[src/rtl/seq_div_top.sv]
// Iterative radix-2 restoring divider: 2*DW-bit dividend / DW-bit divisor -> DW-bit quotient and remainder.
// One quotient bit per clock behind a start/busy/done handshake; exceptions complete in a single cycle.
module seq_div_top #(
    parameter int DW = 16
) (
    input  logic            clk,
    input  logic            rst_n,
    input  logic            start,
    input  logic [2*DW-1:0] dividend,
    input  logic [DW-1:0]   divisor,
    output logic            busy,
    output logic            done,
    output logic [DW-1:0]   quotient,
    output logic [DW-1:0]   remainder,
    output logic            div_by_zero,
    output logic            ovf
);

    localparam int CW = (DW > 1) ? $clog2(DW) : 1;

    typedef enum logic [1:0] {
        IDLE = 2'd0,
        CALC = 2'd1,
        DONE = 2'd2
    } state_t;

    state_t          state, state_nxt;
    logic [CW-1:0]   cnt;
    logic [DW-1:0]   rem;
    logic [DW-1:0]   shreg;
    logic [DW-1:0]   dvsr;

    logic            accept;
    logic            is_zero;
    logic            is_ovf;
    logic            last;
    logic [DW:0]     t;
    logic            ge;
    logic [DW-1:0]   rem_step;

    assign accept  = start && (state != CALC);
    assign is_zero = (divisor == '0);
    assign is_ovf  = (dividend[2*DW-1:DW] >= divisor);
    assign last    = (state == CALC) && (cnt == CW'(DW - 1));

    // One restoring step: shift the next dividend bit in, subtract if it fits.
    always_comb begin
        t        = {rem, shreg[DW-1]};
        ge       = (t >= {1'b0, dvsr});
        rem_step = ge ? DW'(t - {1'b0, dvsr}) : t[DW-1:0];
    end

    // NOTE: sequential state uses non-blocking assignments so every flop samples pre-edge values.
    always_ff @(posedge clk or negedge rst_n) begin
        if (!rst_n) state <= IDLE;
        else        state <= state_nxt;
    end

    // NOTE: every branch falls back to the default below, so no latch is inferred.
    always_comb begin
        state_nxt = state;
        case (state)
            IDLE, DONE: begin
                if (start)               state_nxt = (is_zero || is_ovf) ? DONE : CALC;
                else if (state == DONE)  state_nxt = IDLE;
            end
            CALC:    if (last) state_nxt = DONE;
            default: state_nxt = IDLE;
        endcase
    end

    always_comb begin
        busy = (state == CALC);
        done = (state == DONE);
    end

    // Quotient bits enter shreg's LSB as dividend bits leave its MSB, so after DW steps it holds the quotient.
    always_ff @(posedge clk or negedge rst_n) begin
        if (!rst_n) begin
            cnt         <= '0;
            rem         <= '0;
            shreg       <= '0;
            dvsr        <= '0;
            quotient    <= '0;
            remainder   <= '0;
            div_by_zero <= 1'b0;
            ovf         <= 1'b0;
        end else if (accept) begin
            dvsr        <= divisor;
            div_by_zero <= 1'b0;
            ovf         <= 1'b0;
            if (is_zero) begin
                div_by_zero <= 1'b1;
                quotient    <= '1;
                remainder   <= dividend[DW-1:0];
            end else if (is_ovf) begin
                ovf         <= 1'b1;
                quotient    <= '1;
                remainder   <= '0;
            end else begin
                rem         <= dividend[2*DW-1:DW];
                shreg       <= dividend[DW-1:0];
                cnt         <= '0;
            end
        end else if (state == CALC) begin
            rem   <= rem_step;
            shreg <= {shreg[DW-2:0], ge};
            cnt   <= cnt + 1'b1;
            if (last) begin
                quotient  <= {shreg[DW-2:0], ge};
                remainder <= rem_step;
            end
        end
    end

endmodule

[config.mk]
export PLATFORM = sky130hd
export DESIGN_NAME = seq_div_top
export DESIGN_NICKNAME = d
export VERILOG_FILES = /design/src/rtl/seq_div_top.sv
export SDC_FILE = /design/constraint.sdc
export NUM_CORES = 1
export LEC_CHECK = 0
export ABC_AREA = 0
export BUFFER_PORTS_ARGS = -buffer_cell sky130_fd_sc_hd__buf_2
export CAP_MARGIN = 20
export CORE_MARGIN = 2
export CORE_UTILIZATION = 61
export DETAILED_ROUTE_END_ITERATION = 10
export PLACE_DENSITY = 0.95
export SLEW_MARGIN = 10
export SYNTH_ARGS = -nofsm -noshare
export SYNTH_HDL_FRONTEND = slang
export SYNTH_SLANG_ARGS = --single-unit
export TNS_END_PERCENT = 20
[constraint.sdc]
create_clock -name clk -period 4.58 [get_ports clk]
set_input_delay 0.916 -clock clk [delete_from_list [all_inputs] [get_ports clk]]
set_output_delay 0.916 -clock clk [all_outputs]
set_load 0.02 [all_outputs]
## Word-level counts from Yosys, hierarchy flattened

Cells that the tools add are included.

| storage, ports and cells | value |
|---|---|
| output and inout port bits | 36 |
| flip-flop bits (word level) | 88 |
| input port bits | 51 |
| logic and storage cells | 64 |

| cells by class | value |
|---|---|
| reduce and logical (&&, ||, !) cells | 11 |
| multiplexer cells | 31 |
| eq/ne operators | 9 |
| add/subtract/negate cells | 2 |
| $lt $le $gt $ge | 2 |

Operators with widths:

| operator | count |
|---|---|
| 2-to-1 mux 16 bit | 19 |
| greater-or-equal comparator 17 x 16 -> 1 bit | 1 |
| greater-or-equal comparator 16 bit | 1 |
| logical NOT 16 bit | 1 |
| 2-to-1 mux 4 bit | 4 |
| subtractor 16 bit | 1 |
| 2-to-1 mux 2 bit | 4 |
| AND reduction 3 bit | 2 |
| adder 4 x 1 -> 4 bit (second input constant) | 1 |
| == test 4 bit (second input constant) | 1 |
| inequality test 2 x 1 -> 1 bit (second input constant) | 2 |
| inequality test 2 bit (second input constant) | 2 |
| case mux 2 bit (2 select lines) | 1 |
| nonzero test 2 bit | 2 |
| 2-to-1 mux 1 bit | 3 |
| inequality test 3 x 1 -> 1 bit (second input constant) | 1 |
| inequality test 3 bit (second input constant) | 1 |
| == test 2 x 1 -> 1 bit (second input constant) | 1 |
| == test 2 bit (second input constant) | 1 |
| logical AND 1 bit | 2 |
| logical NOT 2 bit | 1 |
| AND reduction 2 bit | 1 |
| OR reduction 2 bit | 1 |
| logical OR 1 bit | 1 |

## Longest topological paths before layout

| logic depth | value |
|---|---|
| word-level depth | 5 |
| depth in mapped cells | 11 |
| gate-level depth less buffers | 10 |

## Worst setup path before layout

OpenSTA, ideal clock, no wires.

| path | value |
|---|---|
| kind | input-to-reg |
| from | input port divisor[9] |
| to | register rem[2] |
| setup time | 126 ps |
| setup slack | 1607 ps |
| required time | 4454 ps |
| stages | 9 |
| data arrival time | 2847 ps |
| path through | inv_1 > ha_1 > a211o_1 > a221oi_2 > o211ai_1 > a211oi_4 > a21oi_2 > buf_6 > a221o_1 |

| between the ends | value |
|---|---|
| word-level cells in the longest chain between the ends | 3 |
| elaborated cells on any way between the ends | 5 |
| those cells by class | 1 x order compare; 2 x eq/ne; 2 x reduce/logical |

Ends and longest elaborated chain:

| item | line | text |
|---|---|---|
| from (decl) | 10 | `input logic [DW-1:0] divisor,` |
| greater-or-equal comparator 16 bit / logical NOT 16 bit (equally long branches) | 43, 42 |  |
| inequality test 2 bit (no source line) | -- |  |
| AND reduction 3 bit (no source line) * | -- |  |
| to (signal assigned) | 101 | `rem <= dividend[2*DW-1:DW];` |
| to (signal assigned) | 106 | `rem <= rem_step;` |
| to (decl) | 29 | `logic [DW-1:0] rem;` |

Mark *: on every way between the ends. The rest lies on a longest branch, timed or not.
A chain may end at the register's enable or synchronous reset.

## Worst setup path after layout

| path | value |
|---|---|
| from | register rem[11] |
| to | register remainder[11] |

| between the ends | value |
|---|---|
| word-level cells in the longest chain between the ends | 5 |

Ends and longest elaborated chain:

| item | line | text |
|---|---|---|
| greater-or-equal comparator 17 x 16 -> 1 bit | 49 | `ge = (t >= {1'b0, dvsr});` |
| 2-to-1 mux 16 bit | 50 | `rem_step = ge ? DW'(t - {1'b0, dvsr}) : t[DW-1:0];` |
| 2-to-1 mux 16 bit | 109 | `if (last) begin` |
| 2-to-1 mux 16 bit | 105 | `end else if (state == CALC) begin` |
| 2-to-1 mux 16 bit | 88 | `end else if (accept) begin` |
| to (signal assigned) | 95 | `remainder <= dividend[DW-1:0];` |
| to (signal assigned) | 111 | `remainder <= rem_step;` |
| to (decl) | 14 | `output logic [DW-1:0] remainder,` |

No other way between the ends. The select of a mux whose other input is x is not followed.

==> results_dict.tcl <==
set metrics [dict create \
    post_drt_wl_per_cell_um 18.93 \
    ir_drop_v 0.0004861 \
    p_int_w 0.002554 \
    routed_wl_um 14280 \
    outcome "completed" \
    avgSynthCellArea_um2 9.254 \
    path_class "reg -> reg" \
    maxSlewViolCount 0 \
    final_core_utilization 0.7178 \
    cts.repair.resized 0 \
    grt.overflow.total 0 \
    syn_inst 571 \
    critical_path.top_delay_family "simple AND/OR/NAND/NOR gates" \
    synth_top_family_by_area "compound AO/OA/AOI/OAI gates" \
    drt_iter0_markers 580 \
    p_seq_frac 0.274 \
    cpPeakStageDelay_ps 850 \
    p_sw_w 0.002331 \
    grt_pass1_vias 4795 \
    clock_skew_ps 8.187 \
    synth_mux_area_frac 0.03599 \
    yosysUniqueCellTypes 64 \
    final_common_cell "dfrtp_1" \
    crit_slowest_cell "nor2_1" \
    area_growth_pct 12.74 \
    core_area_um2 8299 \
    postPlaceCellArea_um2 5753 \
    start_util 0.6367 \
    cts_max_level 3 \
    numCtsBuffers 9 \
    portBuffers 86 \
    nets 729 \
    cpMostUsedCell "o21ai_0" \
    synthAdderAreaFrac 0.08193 \
    num_vias 4951 \
    io_pins 87 \
    critPathBufInv 0 \
    p_comb_frac 0.611 \
    cts_hold_buf 0 \
    async_reset_ff_frac 1.000 \
    grt_pass1_wl_um 23740 \
    setup_violations 0 \
    ys_seq_area_frac 0.4168 \
    drv_cap 0 \
    worstPathMaxFanout 13 \
    synthesis.area_um2 5284 \
    cp_cell_sequence "ha_1 > a21oi_1 > o21ai_0 > o21a_1 > nor2_1 > nand2_1 > mux2i_1 > o21ai_0" \
    yosysWarningCount 0 \
    switching_share 0.4772 \
    synth_compound_area_frac 0.2586 \
    drc 0 \
    cp-start-kind "flip-flop" \
    synth_nets 656 \
    synth_edf_count 0 \
    drtPass1Iterations 7 \
    grt_use_total 0.3121 \
    n_fill_cell 600 \
    die_y_um 97.07 \
    fin_total_pwr_w 0.004884 \
    numClockSinks 88 \
    p_leak_nw 2.669 \
    drive_gt1_frac 0.1864 \
    hold_class "reg -> reg" \
    yosys.area_share.simple 0.1416 \
    viasPerCell 6.566 \
    die_w_um 97.07 \
    synth-xor-area-share 0.009946 \
    ant_nets 0 \
    cts_buffer_depth 2 \
    power_density_nw_per_um2 819.9 \
    setup_tns_ps 0 \
    antenna_found_initial 0 \
    worst_pin_slew_ps 1097 \
    clk_pin_slew_worst_paths_ps 90 \
    ys_ff_latch 88 \
    rows 33 \
    ys.flop_type "dfrtp_1" \
    slew_headroom 0.2661 \
    clock.fmax_ghz 0.2868 \
    finalCritPeriodShare 0.7612 \
    postLayoutCellArea_um2 5957 \
    clock_latency_ps 370 \
    hold_viol 0 \
    endpoint_kind "flip-flop" \
    rsz0062_at_grt "no" \
    min_period_ps 3486 \
    antenna_cells 0 \
    gp_congestion 0.9572 \
    dp_hpwl_um 10470 \
    cp.required_ps 4800 \
    layout_common_cells "88 x dfrtp_1, 85 x buf_2, 78 x nand2_1" \
    pwr-share-clk 0.116 \
    cp_data_arrival_time_ps 3700 \
    cts_setup_buffers 0 \
    grt_max_degree 89 \
    dieArea_um2 9423 \
    cts_root_buf "clkbuf_8" \
    cts_tree "yes" \
]
[cell type report]
class,instances,area [um^2],share of cell area
flip-flops and latches,88,2202,0.3697
clock buffers,10,127.6,0.02142
well taps,105,131.4,0.02205
clock inverters,6,72.57,0.01218
inverters,38,142.6,0.02394
repair buffers,92,481.7,0.08087
multi-input cells,415,2799,0.4699
[synth_stat cells, drive strengths merged, types with 4 or more instances]
library cell | instances | share of area
a211oi | 5 | 0.011
a21o | 7 | 0.0099
a21oi | 35 | 0.035
a221o | 7 | 0.013
a22oi | 5 | 0.0071
a31oi | 8 | 0.0095
and2 | 5 | 0.0059
buf | 16 | 0.018
clkbuf | 14 | 0.0099
dfrtp | 88 | 0.42
ha | 33 | 0.078
inv | 37 | 0.026
mux2i | 19 | 0.036
nand2 | 78 | 0.055
nand3 | 20 | 0.019
nor2 | 15 | 0.011
nor2b | 4 | 0.0047
nor3 | 8 | 0.0076
nor4 | 6 | 0.0071
o211ai | 9 | 0.013
o21a | 8 | 0.011
o21ai | 59 | 0.057
o22a | 27 | 0.045
or3 | 7 | 0.0083
xnor2 | 5 | 0.0083
[worst paths after layout]
kind / start / endpoint / slack, ps / depth (start not counted)
max: rem[11]$_DFFE_PN0P_ / remainder[11]$_DFFE_PN0P_ / 1090 / 8
min: quotient[11]$_DFFE_PN0P_ / quotient[11]$_DFFE_PN0P_ / 490 / 1
max reg2reg: rem[11]$_DFFE_PN0P_ / remainder[11]$_DFFE_PN0P_ / 1090 / 8
min reg2reg: quotient[11]$_DFFE_PN0P_ / quotient[11]$_DFFE_PN0P_ / 490 / 1
max in group asynchronous: rst_n / state[0]$_DFFE_PN0P_ / 3440 / 1
min in group asynchronous: rst_n / remainder[6]$_DFFE_PN0P_ / 590 / 1
[power groups by stage]
stage          combinational, W  clock, W  sequential (W)
3_3_place_gp            0.00279         0         0.00132
4_1_cts                 0.00292  0.000568         0.00133
6_report                0.00298  0.000564         0.00134
3_5_place_dp            0.00290         0         0.00134
2_1_floorplan           0.00211         0         0.00139
5_1_grt                 0.00327  0.000604         0.00136
[registers in the layout, indices dropped and copies added (netlist names)]
name / count
dvsr: 16
quotient: 16
rem: 16
remainder: 16
shreg: 16
cnt: 4
state: 2
div_by_zero: 1
ovf: 1
[per-layer routing]
layer	vias to the layer above	share of wire	GRT usage	wire length (um)
met2	308	0.46	0.4786	6561
met4	0	0.041	0.1484	589
met3	59	0.098	0.05683	1394
met5	-	0	0	0
li1	2237	-	-	-
met1	2347	0.40	0.4314	5730
[through the flow]
step	worst slack, ps	instances	hold WS [ps]
after global placement	1113	738	463.1
after detailed placement	1013	738	472.6
after global routing	980.6	754	519.1
after CTS	1240	754	490.3
final	1094	754	490.3
after floorplan	1607	571	438.8
[logic make-up (layout without fill, tap and decap cells)]
kind of cell / Yosys count / count (layout)
compound gates: 196 / 196
xor+xnor: 6 / 6
fa+ha+maj: 34 / 34
buf+inv: 68 / 146
flops: 88 / 88
mux: 19 / 19
simple gates: 160 / 160
Power figures use the tool's default switching activity.
